### config.mk
export PLATFORM = sky130hd
export DESIGN_NAME = dac_tx
export DESIGN_NICKNAME = d
export VERILOG_FILES = /design/src/rtl/dac_tx.sv
export SDC_FILE = /design/constraint.sdc
export NUM_CORES = 1
export LEC_CHECK = 0
export BUFFER_PORTS_ARGS = -buffer_cell sky130_fd_sc_hd__buf_2
export CAP_MARGIN = 20
export CORE_MARGIN = 2
export CORE_UTILIZATION = 40
export DETAILED_ROUTE_END_ITERATION = 8
export PLACE_DENSITY = 0.61
export SETUP_SLACK_MARGIN = 0.02
export SYNTH_ARGS = -nofsm -noshare
export SYNTH_HDL_FRONTEND = slang
export SYNTH_SLANG_ARGS = --single-unit
### constraint.sdc
create_clock -name sclk -period 1.3 [get_ports sclk]
set_input_delay 0.13 -clock sclk [delete_from_list [all_inputs] [get_ports sclk]]
set_output_delay 0.13 -clock sclk [all_outputs]
set_load 0.01 [all_outputs]
### src/rtl/dac_tx.sv
// ---------------------------------------------------------------------------
// dac_tx
//
// Serial transmitter for the 12-bit DAC channel. A 12-bit sample is accepted
// on a tx_start strobe while the block is idle. It is framed as a 16-bit word
// {2'b00, PD_MODE, din} and shifted out MSB-first while sync is held low.
// The block runs on the same slow serial clock that is routed to the DAC
// SCLK pin. Each bit changes on a rising edge and is stable across the
// following falling edge, which is where the DAC latches it.
//
// Frame timing, with the sample accepted on rising edge k:
//   k .. k+15 : SHIFT, sync low, sdata = frame bit 15 .. 0
//   k+16      : GAP,   sync high, tx_done_tick high, sdata low
//   k+17      : IDLE,  tx_ready high; the earliest next acceptance is k+18
//
// Parameters:
//   PD_MODE      power-down field placed in frame bits [13:12] (00 = normal)
//
// Ports:
//   sclk         serial/system clock
//   rst          asynchronous, active-high reset
//   tx_start     request to send din; honoured only while tx_ready is high
//   din[11:0]    sample to transmit; captured on the accepting edge
//   tx_ready     high while idle and able to accept a new sample
//   tx_done_tick one-cycle pulse after the 16th bit has been driven
//   sync         DAC frame select, active-low, low for exactly 16 cycles
//   sdata        serial data, MSB first
// ---------------------------------------------------------------------------
module dac_tx #(
    parameter logic [1:0] PD_MODE = 2'b00
) (
    input  logic        sclk,
    input  logic        rst,
    input  logic        tx_start,
    input  logic [11:0] din,
    output logic        tx_ready,
    output logic        tx_done_tick,
    output logic        sync,
    output logic        sdata
);

    typedef enum logic [1:0] {
        IDLE  = 2'd0,
        SHIFT = 2'd1,
        GAP   = 2'd2
    } state_t;

    state_t      state_q;
    state_t      state_d;
    logic [15:0] shreg_q;
    logic [15:0] shreg_d;
    logic [3:0]  cnt_q;
    logic [3:0]  cnt_d;
    logic [15:0] frame_word;

    // The two don't-care bits are driven as zero. The sample is captured
    // only through the shift-register load, so din may change freely after
    // the sample has been accepted.
    assign frame_word = {2'b00, PD_MODE, din};

    // State, shift register and bit counter. The reset is asynchronous, so
    // an abort in mid-frame raises sync and drops sdata at once, without
    // waiting for a clock edge.
    always_ff @(posedge sclk or posedge rst) begin
        if (rst) begin
            state_q <= IDLE;
            shreg_q <= 16'h0000;
            cnt_q   <= 4'd0;
        end else begin
            state_q <= state_d;
            shreg_q <= shreg_d;
            cnt_q   <= cnt_d;
        end
    end

    // Next-state and output decode. Every output comes from the state
    // register or the shift register, never from tx_start. As a result sync
    // cannot glitch low outside SHIFT.
    always_comb begin
        state_d      = state_q;
        shreg_d      = shreg_q;
        cnt_d        = cnt_q;
        sync         = 1'b1;
        tx_ready     = 1'b0;
        tx_done_tick = 1'b0;

        unique case (state_q)
            IDLE: begin
                tx_ready = 1'b1;
                shreg_d  = 16'h0000;
                if (tx_start) begin
                    shreg_d = frame_word;
                    cnt_d   = 4'd0;
                    state_d = SHIFT;
                end
            end

            SHIFT: begin
                sync    = 1'b0;
                shreg_d = {shreg_q[14:0], 1'b0};
                cnt_d   = cnt_q + 4'd1;
                // The final shift empties the register, so sdata is already
                // low when the block enters GAP. The counter wraps to 0 here.
                if (cnt_q == 4'd15) begin
                    state_d = GAP;
                end
            end

            GAP: begin
                tx_done_tick = 1'b1;
                shreg_d      = 16'h0000;
                state_d      = IDLE;
            end

            default: begin
                shreg_d = 16'h0000;
                cnt_d   = 4'd0;
                state_d = IDLE;
            end
        endcase
    end

    assign sdata = shreg_q[15];

endmodule

==> impl_summary.log <==
INFO  metric layout.nets = 105
INFO  metric cts-root-to-sink-buffers = 2
INFO  metric crit_path_end_kind = flip-flop
INFO  metric routed_wl = 1.40 mm
INFO  metric synth.yosys.seq_area_share = 62.9%
INFO  metric rsz_0062_raised_after_global_routing = yes
INFO  metric final_report_hold_violation_count = 0
INFO  metric grt_start_max_net_pins = 23
INFO  metric critical_path_launch_point_type = flip-flop
INFO  metric drt_first_iter_violations = 1
INFO  metric status = finished, final reports clean
INFO  metric clock_transition_at_the_register_clock_pins_on_the_worst_setup_and_hold_paths_after_cts = 0.12 ns
INFO  metric setup_tns = 0 ns
INFO  metric die_area = 2580 sq um
INFO  metric mappedNetlistNets = 80
INFO  metric dp_slack = 0.123 ns
INFO  metric fp.coreArea = 2020 sq um
INFO  metric maxCapViolCount = 0
INFO  metric initial_core_util = 43.3%
INFO  metric clock_skew = 0.00417 ns
INFO  metric synth_top_cells_by_area = sky130_fd_sc_hd__dfrtp_1 63%, sky130_fd_sc_hd__a22o_1 9.0%, sky130_fd_sc_hd__and2_2 3.4%
INFO  metric synth.ff_latch_count = 22
INFO  metric layout-area-overhead-vs-synth = 19.6%
INFO  metric synth_flop_cell = sky130_fd_sc_hd__dfrtp_1
INFO  metric postSynthAreaPerCell = 13.7 sq um
INFO  metric cts_tree = yes
INFO  metric share_of_post_route_cells_with_drive_strength_above_1 = 44.3%
INFO  metric clock_latency = 0.30 ns
INFO  metric non_filler_cells_in_the_finished_layout = 115
INFO  metric layout_min_cycle_time = 1.23 ns
INFO  metric dp_hpwl = 1.02 mm
INFO  metric required = 1.50 ns
INFO  metric synth_area = 875 sq um
INFO  metric io_buffer_count = 18
INFO  metric crit_type = flip-flop to flip-flop
INFO  metric p_per_area = 2200 nW/um^2
INFO  metric count_of_flip_flops_with_a_built_in_enable_after_synthesis = 0
INFO  metric synth_async_sr_flop_share = 100%
INFO  metric synth_largest_area_cell = sky130_fd_sc_hd__dfrtp_1
INFO  metric tritoncts.num_buffers = 3
INFO  metric num_io_pins = 19
INFO  metric clock_tree.htree_level_count = 1
INFO  metric post_drt_via_cell_ratio = 4.67
INFO  metric place_inst = 108
INFO  metric clockRootBuffer = sky130_fd_sc_hd__clkbuf_4
INFO  metric timing.final.max_slew_violations = 0
INFO  metric finalCritPeriodShare = 95.0%
INFO  metric dr_total_vias = 537
INFO  metric worst_pin_slew = 0.269 ns
INFO  metric fp.dieW = 50.8 um
INFO  metric remaining_drc_errors = 0
INFO  metric timing.hold.worst.class = input pin to flip-flop
INFO  metric detail_route.wl_per_cell = 12.2 um
INFO  metric yosys.area.top_type_share = 62.9%
INFO  metric final_antenna_net_count = 0
INFO  metric synth.distinct_cells = 23
INFO  metric finalSetupViolations = 0
INFO  metric crit_path_max_fanout = 10
INFO  metric leakage = 0.548 nW
INFO  metric antenna_violations_before_repair = 0
INFO  metric synth-warning-count = 0
INFO  metric number_of_global_route_vias_before_repair = 582
INFO  metric antenna_cells_inserted = 0
INFO  metric fin_ws = 0.0656 ns
INFO  metric relSlewSlack = 82.1%
INFO  metric die-height = 50.8 um
INFO  metric firstDrtPassIters = 4
INFO  metric clock_net_sink_count = 22
INFO  metric worst_supply_voltage_drop_on_vdd = 0.951 mV
INFO  metric worstPathArrival = 1.43 ns
INFO  metric row_count = 16
INFO  metric postLayoutCoreUtil = 51.7%
INFO  metric place.gp.congestion = 0.766
INFO  metric wire_length_of_the_first_global_routing_pass = 2.61 mm
INFO  metric syn_inst = 64
INFO  metric grt.overflow.total = 0
INFO  metric grt_use_total = 13.8%
INFO  metric fmax = 810 MHz
metrics by stage:
step / power, mW / cell area [sq um] / hold WS (ns)
floorplan: 1.75 / 875 / 0.119
global placement: 1.88 / 983 / 0.180
detailed placement: 1.91 / 983 / 0.178
CTS: 2.30 / 1040 / 0.0252
global route: 2.50 / 1050 / 0.0333
finish: 2.30 / 1050 / 0.0366
area by class of cell:
cell class / instances / area [sq um]
Fill cell: 186 / 976
Sequential cell: 22 / 552
Multi-Input combinational cell: 37 / 274
Timing Repair Buffer: 23 / 143
Clock buffer: 4 / 36.3
Tap cell: 27 / 33.8
Inverter: 2 / 7.51
worst max-delay path, cell delays in order, from the launching register on:
cell                      delay, ns
sky130_fd_sc_hd__dfrtp_2       0.47
sky130_fd_sc_hd__nor2b_4       0.14
sky130_fd_sc_hd__buf_4         0.17
sky130_fd_sc_hd__buf_12        0.14
sky130_fd_sc_hd__a22o_1        0.22
routing by layer:
metal / share of wire [%] / up-vias / global-route usage [%]
met5: 0 / - / 0
met4: 0 / 0 / 5.41
met3: 4.2 / 0 / 2.68
met2: 47 / 11 / 20.0
met1: 49 / 255 / 20.3
li1: - / 271 / -
report_power, final:
part           leakage, nW  internal [mW]  switching (mW)
Clock               0.0210          0.171           0.192
Sequential           0.287          0.952           0.144
Combinational        0.240          0.479           0.364
kinds of logic (layout without fill, tap and decap cells):
kind of cell | Yosys count | in the layout | share of synthesized area (%)
and+or+nand+nor | 18 | 18 | 12.9
AOI/OAI and AO/OA | 16 | 16 | 15.0
adders and majority gates | 1 | 1 | 1.43
xor gates and xnor gates | 2 | 2 | 2.00
DFF | 22 | 22 | 62.9
buffers and inverters | 5 | 29 | 5.72
cells in the final DEF (no fill, tap or decap), types with 2 or more instances in the layout:
| cell | n |
|---|---|
| sky130_fd_sc_hd__buf_4 | 3 |
| sky130_fd_sc_hd__and2_2 | 4 |
| sky130_fd_sc_hd__o22ai_1 | 3 |
| sky130_fd_sc_hd__nand2_1 | 5 |
| sky130_fd_sc_hd__a22o_2 | 2 |
| sky130_fd_sc_hd__a22o_1 | 9 |
| sky130_fd_sc_hd__clkbuf_4 | 3 |
| sky130_fd_sc_hd__dfrtp_1 | 21 |
| sky130_fd_sc_hd__nand3_1 | 2 |
| sky130_fd_sc_hd__buf_2 | 18 |
cells in the mapped netlist (2+ instances only):
master                    number
sky130_fd_sc_hd__dfrtp_1      22
sky130_fd_sc_hd__a22o_1        9
sky130_fd_sc_hd__nand2_1       5
sky130_fd_sc_hd__and2_2        4
sky130_fd_sc_hd__o22ai_1       3
sky130_fd_sc_hd__a22o_2        2
sky130_fd_sc_hd__buf_6         2
sky130_fd_sc_hd__nand3_1       2
flip-flops by register name (all words and copies together) (netlist names):
register and count:
cnt_q 4, shreg_q 16, state_q 2
path summary, 6_finish.rpt:
kind / from / endpoint / slack [ns] / cells past startpoint
setup / recovery: state_q[0] / shreg_q[6] / 0.07 / 4
hold / removal: din[3] / shreg_q[3] / 0.04 / 2
setup reg to reg: state_q[0] / shreg_q[6] / 0.07 / 4
hold reg to reg: shreg_q[12] / shreg_q[13] / 0.48 / 1
max in group asynchronous: rst / state_q[0] / 0.68 / 4
min in group asynchronous: rst / shreg_q[11] / 0.38 / 4
what timing repair did:
| item | 4_1_cts | 5_1_grt |
|---|---|---|
| hold endpoints to repair | 22 | 0 |
| setup buffers | 1 | 1 |
| gates resized for setup | 1 | 0 |
| pin swaps | 0 | 0 |
| setup endpoints to repair | 2 | 5 |
| hold buffers | 1 | 0 |
Power figures use the tool's default switching activity.
